--- src/rtl/vdp_vram_if.sv ---
// VRAM arbiter bus: BG/SPR read ports, CPU data port and the VRAM macro pins.
// slave = arbiter side, master = requesters / memory side.
interface vdp_vram_if;
  logic        bg_req;
  logic [13:0] bg_addr;
  logic        bg_gnt;
  logic        bg_valid;
  logic [7:0]  bg_data;

  logic        spr_req;
  logic [13:0] spr_addr;
  logic        spr_gnt;
  logic        spr_valid;
  logic [7:0]  spr_data;

  logic        cpu_req;
  logic        cpu_we;
  logic [13:0] cpu_addr;
  logic [7:0]  cpu_wdata;
  logic        cpu_ack;
  logic [7:0]  cpu_rdata;

  logic [13:0] vram_addr;
  logic        vram_we;
  logic [7:0]  vram_wdata;
  logic [7:0]  vram_rdata;

  modport slave (
    input  bg_req, bg_addr, spr_req, spr_addr,
    input  cpu_req, cpu_we, cpu_addr, cpu_wdata,
    input  vram_rdata,
    output bg_gnt, bg_valid, bg_data,
    output spr_gnt, spr_valid, spr_data,
    output cpu_ack, cpu_rdata,
    output vram_addr, vram_we, vram_wdata
  );

  modport master (
    output bg_req, bg_addr, spr_req, spr_addr,
    output cpu_req, cpu_we, cpu_addr, cpu_wdata,
    output vram_rdata,
    input  bg_gnt, bg_valid, bg_data,
    input  spr_gnt, spr_valid, spr_data,
    input  cpu_ack, cpu_rdata,
    input  vram_addr, vram_we, vram_wdata
  );
endinterface

--- src/rtl/vdp_vram_arbiter.sv ---
// Single-port VRAM arbiter: BG owns active display, SPR owns hblank, CPU fills idle cycles.
// Optional `VDP_VRAM_CPU_SLOT_EN adds a periodic guaranteed CPU slot.
module vdp_vram_arbiter #(
  parameter int HBLANK_START    = 256,
  parameter int CPU_SLOT_PERIOD = 8
) (
  input  logic        clk_i,
  input  logic        rst_i,
  input  logic [9:0]  pixel_x_i,
  vdp_vram_if.slave   bus
);

  typedef enum logic [1:0] {TAG_NONE, TAG_BG, TAG_SPR, TAG_CPU} tag_e;
  typedef enum logic [2:0] {CPU_IDLE, CPU_PEND, CPU_RD1, CPU_RD2, CPU_ACK} cpu_st_e;

  typedef struct packed {
    logic        req;
    logic [13:0] addr;
  } rd_req_t;

  localparam logic [9:0] HBL = 10'(HBLANK_START);

  rd_req_t     bg_r, spr_r;
  logic        blank;
  logic        cpu_elig;
  logic        slot_hit;
  tag_e        win;

  tag_e        tag_d1_q, tag_d1_d, tag_d2_q;
  cpu_st_e     cpu_st_q, cpu_st_d;
  logic [13:0] vram_addr_q, vram_addr_d;
  logic        vram_we_q, vram_we_d;
  logic [7:0]  vram_wdata_q, vram_wdata_d;
  logic [7:0]  cpu_rdata_q, cpu_rdata_d;

  assign bg_r     = '{req: bus.bg_req,  addr: bus.bg_addr};
  assign spr_r    = '{req: bus.spr_req, addr: bus.spr_addr};
  assign blank    = (pixel_x_i >= HBL);
  assign cpu_elig = (cpu_st_q == CPU_PEND);

`ifdef VDP_VRAM_CPU_SLOT_EN
  localparam int SW = (CPU_SLOT_PERIOD > 1) ? $clog2(CPU_SLOT_PERIOD) : 1;
  localparam logic [SW-1:0] SLOT_LAST = SW'(CPU_SLOT_PERIOD - 1);

  logic [SW-1:0] slot_q, slot_d;

  always_comb begin
    slot_d = slot_q + 1'b1;
    if (slot_q == SLOT_LAST) slot_d = '0;
  end

  always_ff @(posedge clk_i) begin
    if (rst_i) slot_q <= '0;
    else       slot_q <= slot_d;
  end

  assign slot_hit = (slot_q == '0) && cpu_elig;
`else
  logic unused_slot_period;
  assign unused_slot_period = ^CPU_SLOT_PERIOD;
  assign slot_hit = 1'b0;
`endif

  // Grants are suppressed during reset so a requester never advances on a dropped access.
  always_comb begin
    win = TAG_NONE;
    if (!rst_i) begin
      if (slot_hit)          win = TAG_CPU;
      else if (!blank) begin
        if (bg_r.req)        win = TAG_BG;
        else if (cpu_elig)   win = TAG_CPU;
        else if (spr_r.req)  win = TAG_SPR;
      end else begin
        if (spr_r.req)       win = TAG_SPR;
        else if (cpu_elig)   win = TAG_CPU;
        else if (bg_r.req)   win = TAG_BG;
      end
    end
  end

  always_comb begin
    vram_addr_d  = vram_addr_q;
    vram_we_d    = 1'b0;
    vram_wdata_d = vram_wdata_q;
    tag_d1_d     = win;
    case (win)
      TAG_BG:  vram_addr_d = bg_r.addr;
      TAG_SPR: vram_addr_d = spr_r.addr;
      TAG_CPU: begin
        vram_addr_d = bus.cpu_addr;
        vram_we_d   = bus.cpu_we;
      end
      default: ;
    endcase
    if (win != TAG_NONE) vram_wdata_d = bus.cpu_wdata;
  end

  // CPU reads land in cpu_rdata at the end of RD2, the cycle vram_rdata carries them.
  always_comb begin
    cpu_st_d    = cpu_st_q;
    cpu_rdata_d = cpu_rdata_q;
    case (cpu_st_q)
      CPU_IDLE: if (bus.cpu_req) cpu_st_d = CPU_PEND;
      CPU_PEND: if (win == TAG_CPU) cpu_st_d = bus.cpu_we ? CPU_ACK : CPU_RD1;
      CPU_RD1:  cpu_st_d = CPU_RD2;
      CPU_RD2: begin
        cpu_rdata_d = bus.vram_rdata;
        cpu_st_d    = CPU_ACK;
      end
      CPU_ACK:  cpu_st_d = CPU_IDLE;
      default:  cpu_st_d = CPU_IDLE;
    endcase
  end

  always_ff @(posedge clk_i) begin
    if (rst_i) begin
      cpu_st_q     <= CPU_IDLE;
      tag_d1_q     <= TAG_NONE;
      tag_d2_q     <= TAG_NONE;
      vram_addr_q  <= '0;
      vram_we_q    <= 1'b0;
      vram_wdata_q <= '0;
      cpu_rdata_q  <= '0;
    end else begin
      cpu_st_q     <= cpu_st_d;
      tag_d1_q     <= tag_d1_d;
      tag_d2_q     <= tag_d1_q;
      vram_addr_q  <= vram_addr_d;
      vram_we_q    <= vram_we_d;
      vram_wdata_q <= vram_wdata_d;
      cpu_rdata_q  <= cpu_rdata_d;
    end
  end

  assign bus.bg_gnt     = (win == TAG_BG);
  assign bus.spr_gnt    = (win == TAG_SPR);
  assign bus.bg_valid   = (tag_d2_q == TAG_BG);
  assign bus.spr_valid  = (tag_d2_q == TAG_SPR);
  assign bus.bg_data    = bus.vram_rdata;
  assign bus.spr_data   = bus.vram_rdata;
  assign bus.cpu_ack    = (cpu_st_q == CPU_ACK);
  assign bus.cpu_rdata  = cpu_rdata_q;
  assign bus.vram_addr  = vram_addr_q;
  assign bus.vram_we    = vram_we_q;
  assign bus.vram_wdata = vram_wdata_q;

endmodule

--- src/flat_wrapper.sv ---
// flat-port wrapper written by rule: the top's interface ports become plain ports
module vdp_vram_arbiter_flat 
#(
  parameter int HBLANK_START    = 256,
  parameter int CPU_SLOT_PERIOD = 8
)
  (clk_i, rst_i, pixel_x_i, bus_bg_req, bus_bg_addr, bus_spr_req, bus_spr_addr, bus_cpu_req, bus_cpu_we, bus_cpu_addr, bus_cpu_wdata, bus_vram_rdata, bus_bg_gnt, bus_bg_valid, bus_bg_data, bus_spr_gnt, bus_spr_valid, bus_spr_data, bus_cpu_ack, bus_cpu_rdata, bus_vram_addr, bus_vram_we, bus_vram_wdata);
  vdp_vram_if bus_i ();
  input  logic clk_i;
  input  logic rst_i;
  input  logic [9:0] pixel_x_i;
  input wire logic [$bits(bus_i.bg_req)-1:0] bus_bg_req;
  input wire logic [$bits(bus_i.bg_addr)-1:0] bus_bg_addr;
  input wire logic [$bits(bus_i.spr_req)-1:0] bus_spr_req;
  input wire logic [$bits(bus_i.spr_addr)-1:0] bus_spr_addr;
  input wire logic [$bits(bus_i.cpu_req)-1:0] bus_cpu_req;
  input wire logic [$bits(bus_i.cpu_we)-1:0] bus_cpu_we;
  input wire logic [$bits(bus_i.cpu_addr)-1:0] bus_cpu_addr;
  input wire logic [$bits(bus_i.cpu_wdata)-1:0] bus_cpu_wdata;
  input wire logic [$bits(bus_i.vram_rdata)-1:0] bus_vram_rdata;
  output wire logic [$bits(bus_i.bg_gnt)-1:0] bus_bg_gnt;
  output wire logic [$bits(bus_i.bg_valid)-1:0] bus_bg_valid;
  output wire logic [$bits(bus_i.bg_data)-1:0] bus_bg_data;
  output wire logic [$bits(bus_i.spr_gnt)-1:0] bus_spr_gnt;
  output wire logic [$bits(bus_i.spr_valid)-1:0] bus_spr_valid;
  output wire logic [$bits(bus_i.spr_data)-1:0] bus_spr_data;
  output wire logic [$bits(bus_i.cpu_ack)-1:0] bus_cpu_ack;
  output wire logic [$bits(bus_i.cpu_rdata)-1:0] bus_cpu_rdata;
  output wire logic [$bits(bus_i.vram_addr)-1:0] bus_vram_addr;
  output wire logic [$bits(bus_i.vram_we)-1:0] bus_vram_we;
  output wire logic [$bits(bus_i.vram_wdata)-1:0] bus_vram_wdata;
  assign bus_i.bg_req = bus_bg_req;
  assign bus_i.bg_addr = bus_bg_addr;
  assign bus_i.spr_req = bus_spr_req;
  assign bus_i.spr_addr = bus_spr_addr;
  assign bus_i.cpu_req = bus_cpu_req;
  assign bus_i.cpu_we = bus_cpu_we;
  assign bus_i.cpu_addr = bus_cpu_addr;
  assign bus_i.cpu_wdata = bus_cpu_wdata;
  assign bus_i.vram_rdata = bus_vram_rdata;
  assign bus_bg_gnt = bus_i.bg_gnt;
  assign bus_bg_valid = bus_i.bg_valid;
  assign bus_bg_data = bus_i.bg_data;
  assign bus_spr_gnt = bus_i.spr_gnt;
  assign bus_spr_valid = bus_i.spr_valid;
  assign bus_spr_data = bus_i.spr_data;
  assign bus_cpu_ack = bus_i.cpu_ack;
  assign bus_cpu_rdata = bus_i.cpu_rdata;
  assign bus_vram_addr = bus_i.vram_addr;
  assign bus_vram_we = bus_i.vram_we;
  assign bus_vram_wdata = bus_i.vram_wdata;
  vdp_vram_arbiter #(.HBLANK_START(HBLANK_START), .CPU_SLOT_PERIOD(CPU_SLOT_PERIOD)) u_core (.clk_i(clk_i), .rst_i(rst_i), .pixel_x_i(pixel_x_i), .bus(bus_i));
endmodule
--- config.mk ---
export PLATFORM = sky130hd
export DESIGN_NAME = vdp_vram_arbiter_flat
export DESIGN_NICKNAME = d
export VERILOG_FILES = /design/src/rtl/vdp_vram_if.sv /design/src/rtl/vdp_vram_arbiter.sv /design/src/flat_wrapper.sv
export SDC_FILE = /design/constraint.sdc
export NUM_CORES = 1
export LEC_CHECK = 0
export CORE_MARGIN = 3
export CORE_UTILIZATION = 37
export CTS_BUF_LIST = sky130_fd_sc_hd__clkbuf_8 sky130_fd_sc_hd__clkbuf_16
export CTS_CLUSTER_DIAMETER = 40
export DETAILED_ROUTE_END_ITERATION = 16
export PLACE_DENSITY_LB_ADDON = 0.2
export SLEW_MARGIN = 20
export SYNTH_ARGS = -nofsm -noshare
export SYNTH_HDL_FRONTEND = slang
export SYNTH_SLANG_ARGS = --single-unit
--- constraint.sdc ---
create_clock -name clk_i -period 3.6 [get_ports clk_i]
set_input_delay 1.08 -clock clk_i [delete_from_list [all_inputs] [get_ports clk_i]]
set_output_delay 1.08 -clock clk_i [all_outputs]
set_load 0.01 [all_outputs]
==> impl_metrics.yaml <==
run_status:
  status: "completed"
finish:
  post_route_cells_drive_above_1_share: 0.08940
  most_used_cells_in_the_layout_excluding_fill_and_tap_cells: "sky130_fd_sc_hd__clkdlybuf4s50_1, sky130_fd_sc_hd__dfxtp_1, sky130_fd_sc_hd__nand2_1"
  flow.area_growth_from_synthesis_pct: 74.00
  fin_util: 0.6838
  mostFrequentLayoutCell: "sky130_fd_sc_hd__clkdlybuf4s50_1"
  finalInstanceArea_mm2: 0.003039
  fill_cells: 365
  layout.nets: 375
  num_antenna_cells: 0
timing:
  grt_setup_unrepaired: "no"
  finalMaxSlewViolations: 0
  finalSetupViolCount: 0
  timing.clock.skew_ns: 0.008421
  max_freq_mhz: 289.7
  max-slew-margin-rel: 0.6234
  period_share: 0.9588
  tightestPinTransition_ns: 0.5637
  timing_hold_violations_final: 0
  post-route-min-period_ns: 3.452
setup_path:
  cp_num_buf_inv: 3
  ordered_list_of_cells_on_the_worst_path: "clkdlybuf4s50_1, buf_4, o311a_1, dlygate4sd2_1"
  critPathRequiredTime_ns: 2.52
  max_fo_critical_path: 3
  cp_slowest_stage_delay_ns: 0.45
  path_delay_family: "buffers and inverters"
  timing_worst_setup_path_type: "in2out"
  critical_path.startpoint_type: "input port"
  critical_path.endpoint_type: "output pin"
  crit_slowest_cell: "sky130_fd_sc_hd__clkdlybuf4s50_1"
  critPathArrivalTime_ns: 2.37
synth:
  cells_after_synth: 192
  netlist.top_cell.by_area: "sky130_fd_sc_hd__dfxtp_1"
  ys.warnings.count: 0
  yosys.area.top_type_share: 0.4355
  syn-mean-instance-area_um2: 9.097
  synthesis.nets: 266
  synth.top_cells.by_area: "sky130_fd_sc_hd__dfxtp_1, sky130_fd_sc_hd__o221ai_1, sky130_fd_sc_hd__buf_4"
  synth_seq_area_share: 0.4355
  postSynthRegisterBits: 38
  synth_cell_types: 32
  netlist_area_mm2: 0.001747
drt:
  wl_per_cell_um: 14.82
  postRouteWirelength_um: 5248
  dr.first_iter.drc_count: 66
  route.detailed.vias_per_inst: 5.020
  remaining_drc_errors: 0
  detailedRoute.firstPassIterationCount: 4
  dr_total_vias: 1777
  drtAntennaViolNets: 0
clocking:
  cts_inserted_buffers: 5
  ctsRootBufferMaster: "sky130_fd_sc_hd__clkbuf_8"
  worst_setup_hold_path_clk_slew_ns: 0.08
  tritoncts: "built"
  cts_hold_repair.buffers: 0
  post-cts-setup-buffer-count: 0
  cts-root-to-sink-buffers: 2
  clk_latency_ns: 0.29
  cts_max_level: 2
  clkSinkCount: 38
power_and_ir_drop:
  powerDensity_mw_per_mm2: 384.0
  leakage_dissipation_nw: 1.232
  vdd_drop_max_v: 0.0002869
placed_design:
  hpwl_um: 3977
  gpl.final_weighted_congestion: 0.7152
  place_area_mm2: 0.002889
  port_buf_inserts: 117
global_route:
  vias_in_the_first_global_route: 1771
  grt_usage: 0.1885
  wire_length_of_the_first_global_routing_pass_um: 8086
  grt_antenna_before_repair: 0
  grt_max_degree: 25
  overflow: 0
floorplanning:
  io_pins: 126
  die_outline_area_mm2: 0.005581
  initial_core_util: 0.3930
  coreArea_mm2: 0.004444
  die_height_um: 74.71
  die_width_um: 74.71
  core.rowCount: 24
min_path:
  worst_hold_path_type: "reg2reg"
flow_run:
  max_cap_viol_count: 0
path summary, 6_finish.rpt:
kind | cells past startpoint | slack [ns] | startpoint | end
min | 1 | 0.44 | u_core.tag_d1_q[1] | u_core.tag_d2_q[1]
max reg2reg | 4 | 1.69 | u_core.cpu_st_q[0] | u_core.bus.vram_addr[13]
max | 4 | 0.15 | pixel_x_i[8] | bus_spr_gnt
min reg2reg | 1 | 0.44 | u_core.tag_d1_q[1] | u_core.tag_d2_q[1]
stage by stage:
step	setup TNS, ns	hold WS, ns	worst slack (ns)	std cells	total power, W
final	0	0.4395	0.1482	354	0.001167
after floorplan	0	0.4138	0.6369	192	0.0005832
after global routing	0	0.4581	0.05863	354	0.001215
after global placement	-0.1360	0.4184	-0.1360	346	0.0007384
after detailed placement	-0.2457	0.4218	-0.2457	346	0.0007427
after CTS	0	0.4415	0.1463	354	0.001178
metal layers:
layer | share of wire | vias to the layer above | GRT usage
li1 | - | 894 | -
met1 | 0.43 | 814 | 0.2216
met2 | 0.50 | 60 | 0.3376
met3 | 0.055 | 9 | 0.04406
met4 | 0.013 | 0 | 0.06126
met5 | 0 | - | 0
cell usage after synthesis:
master / n
sky130_fd_sc_hd__o21ai_0: 6
sky130_fd_sc_hd__dfxtp_1: 38
sky130_fd_sc_hd__and2_4: 1
sky130_fd_sc_hd__a21oi_1: 18
sky130_fd_sc_hd__a211o_2: 1
sky130_fd_sc_hd__nor4_4: 1
sky130_fd_sc_hd__nor3b_1: 3
sky130_fd_sc_hd__a21oi_2: 1
sky130_fd_sc_hd__and2b_2: 1
sky130_fd_sc_hd__nand2_1: 21
sky130_fd_sc_hd__nor2_1: 17
sky130_fd_sc_hd__buf_1: 1
sky130_fd_sc_hd__buf_4: 16
sky130_fd_sc_hd__nor2b_1: 4
sky130_fd_sc_hd__nor4b_1: 1
sky130_fd_sc_hd__o311a_1: 1
sky130_fd_sc_hd__o311a_2: 1
sky130_fd_sc_hd__or3b_1: 1
sky130_fd_sc_hd__buf_6: 2
sky130_fd_sc_hd__clkinv_1: 1
sky130_fd_sc_hd__nand3_1: 1
sky130_fd_sc_hd__nand3b_1: 1
sky130_fd_sc_hd__o221ai_1: 14
sky130_fd_sc_hd__clkbuf_1: 4
sky130_fd_sc_hd__nor3_1: 3
sky130_fd_sc_hd__a41oi_2: 1
sky130_fd_sc_hd__buf_2: 3
sky130_fd_sc_hd__o211a_1: 1
sky130_fd_sc_hd__inv_1: 5
sky130_fd_sc_hd__o21a_1: 6
sky130_fd_sc_hd__mux2i_1: 8
sky130_fd_sc_hd__o2bb2ai_1: 9
cell families after synthesis:
logic type / count (synthesis) / share of synthesized area
AND/OR/NAND/NOR: 55 / 0.1569
AO/OA/AOI/OAI: 59 / 0.2479
flip-flops: 38 / 0.4355
buffers and inverters: 32 / 0.1139
multiplexers: 8 / 0.04585
what timing repair did:
| item | in CTS | in global routing |
|---|---|---|
| endpoints found under the setup margin | 2 | 0 |
| resized for setup | 4 | 0 |
| hold endpoints to repair | 0 | 0 |
power by group:
group          internal (W)  total [W]  switching [W]
clock              0.000278   0.000434       0.000157
sequential         0.000450   0.000466      0.0000154
combinational      0.000162   0.000267       0.000105
total              0.000890    0.00117       0.000277
layout make-up:
cell class	count	area [um2]	share of cell area
Tap cell	52	65.06	0.02141
Timing Repair Buffer	128	1251	0.4117
Inverter	6	22.52	0.007410
Clock inverter	3	68.82	0.02264
Clock buffer	5	68.82	0.02264
Sequential cell	38	760.7	0.2503
Multi-Input combinational cell	122	802.0	0.2639
flip-flops by register name (all words and copies together), names as in the netlist:
name,cells
u_core.bus.vram_addr,14
u_core.bus.cpu_rdata,8
u_core.bus.vram_wdata,8
u_core.cpu_st_q,3
u_core.tag_d1_q,2
u_core.tag_d2_q,2
u_core.bus.vram_we,1
worst reg2reg max path, delay by kind of cell (launching register included):
family	cells	cell delay, ns
simple gates	1	0.52
flops	1	0.43
compound gates	3	0.85
No activity file was read; power rests on OpenSTA's default activity.
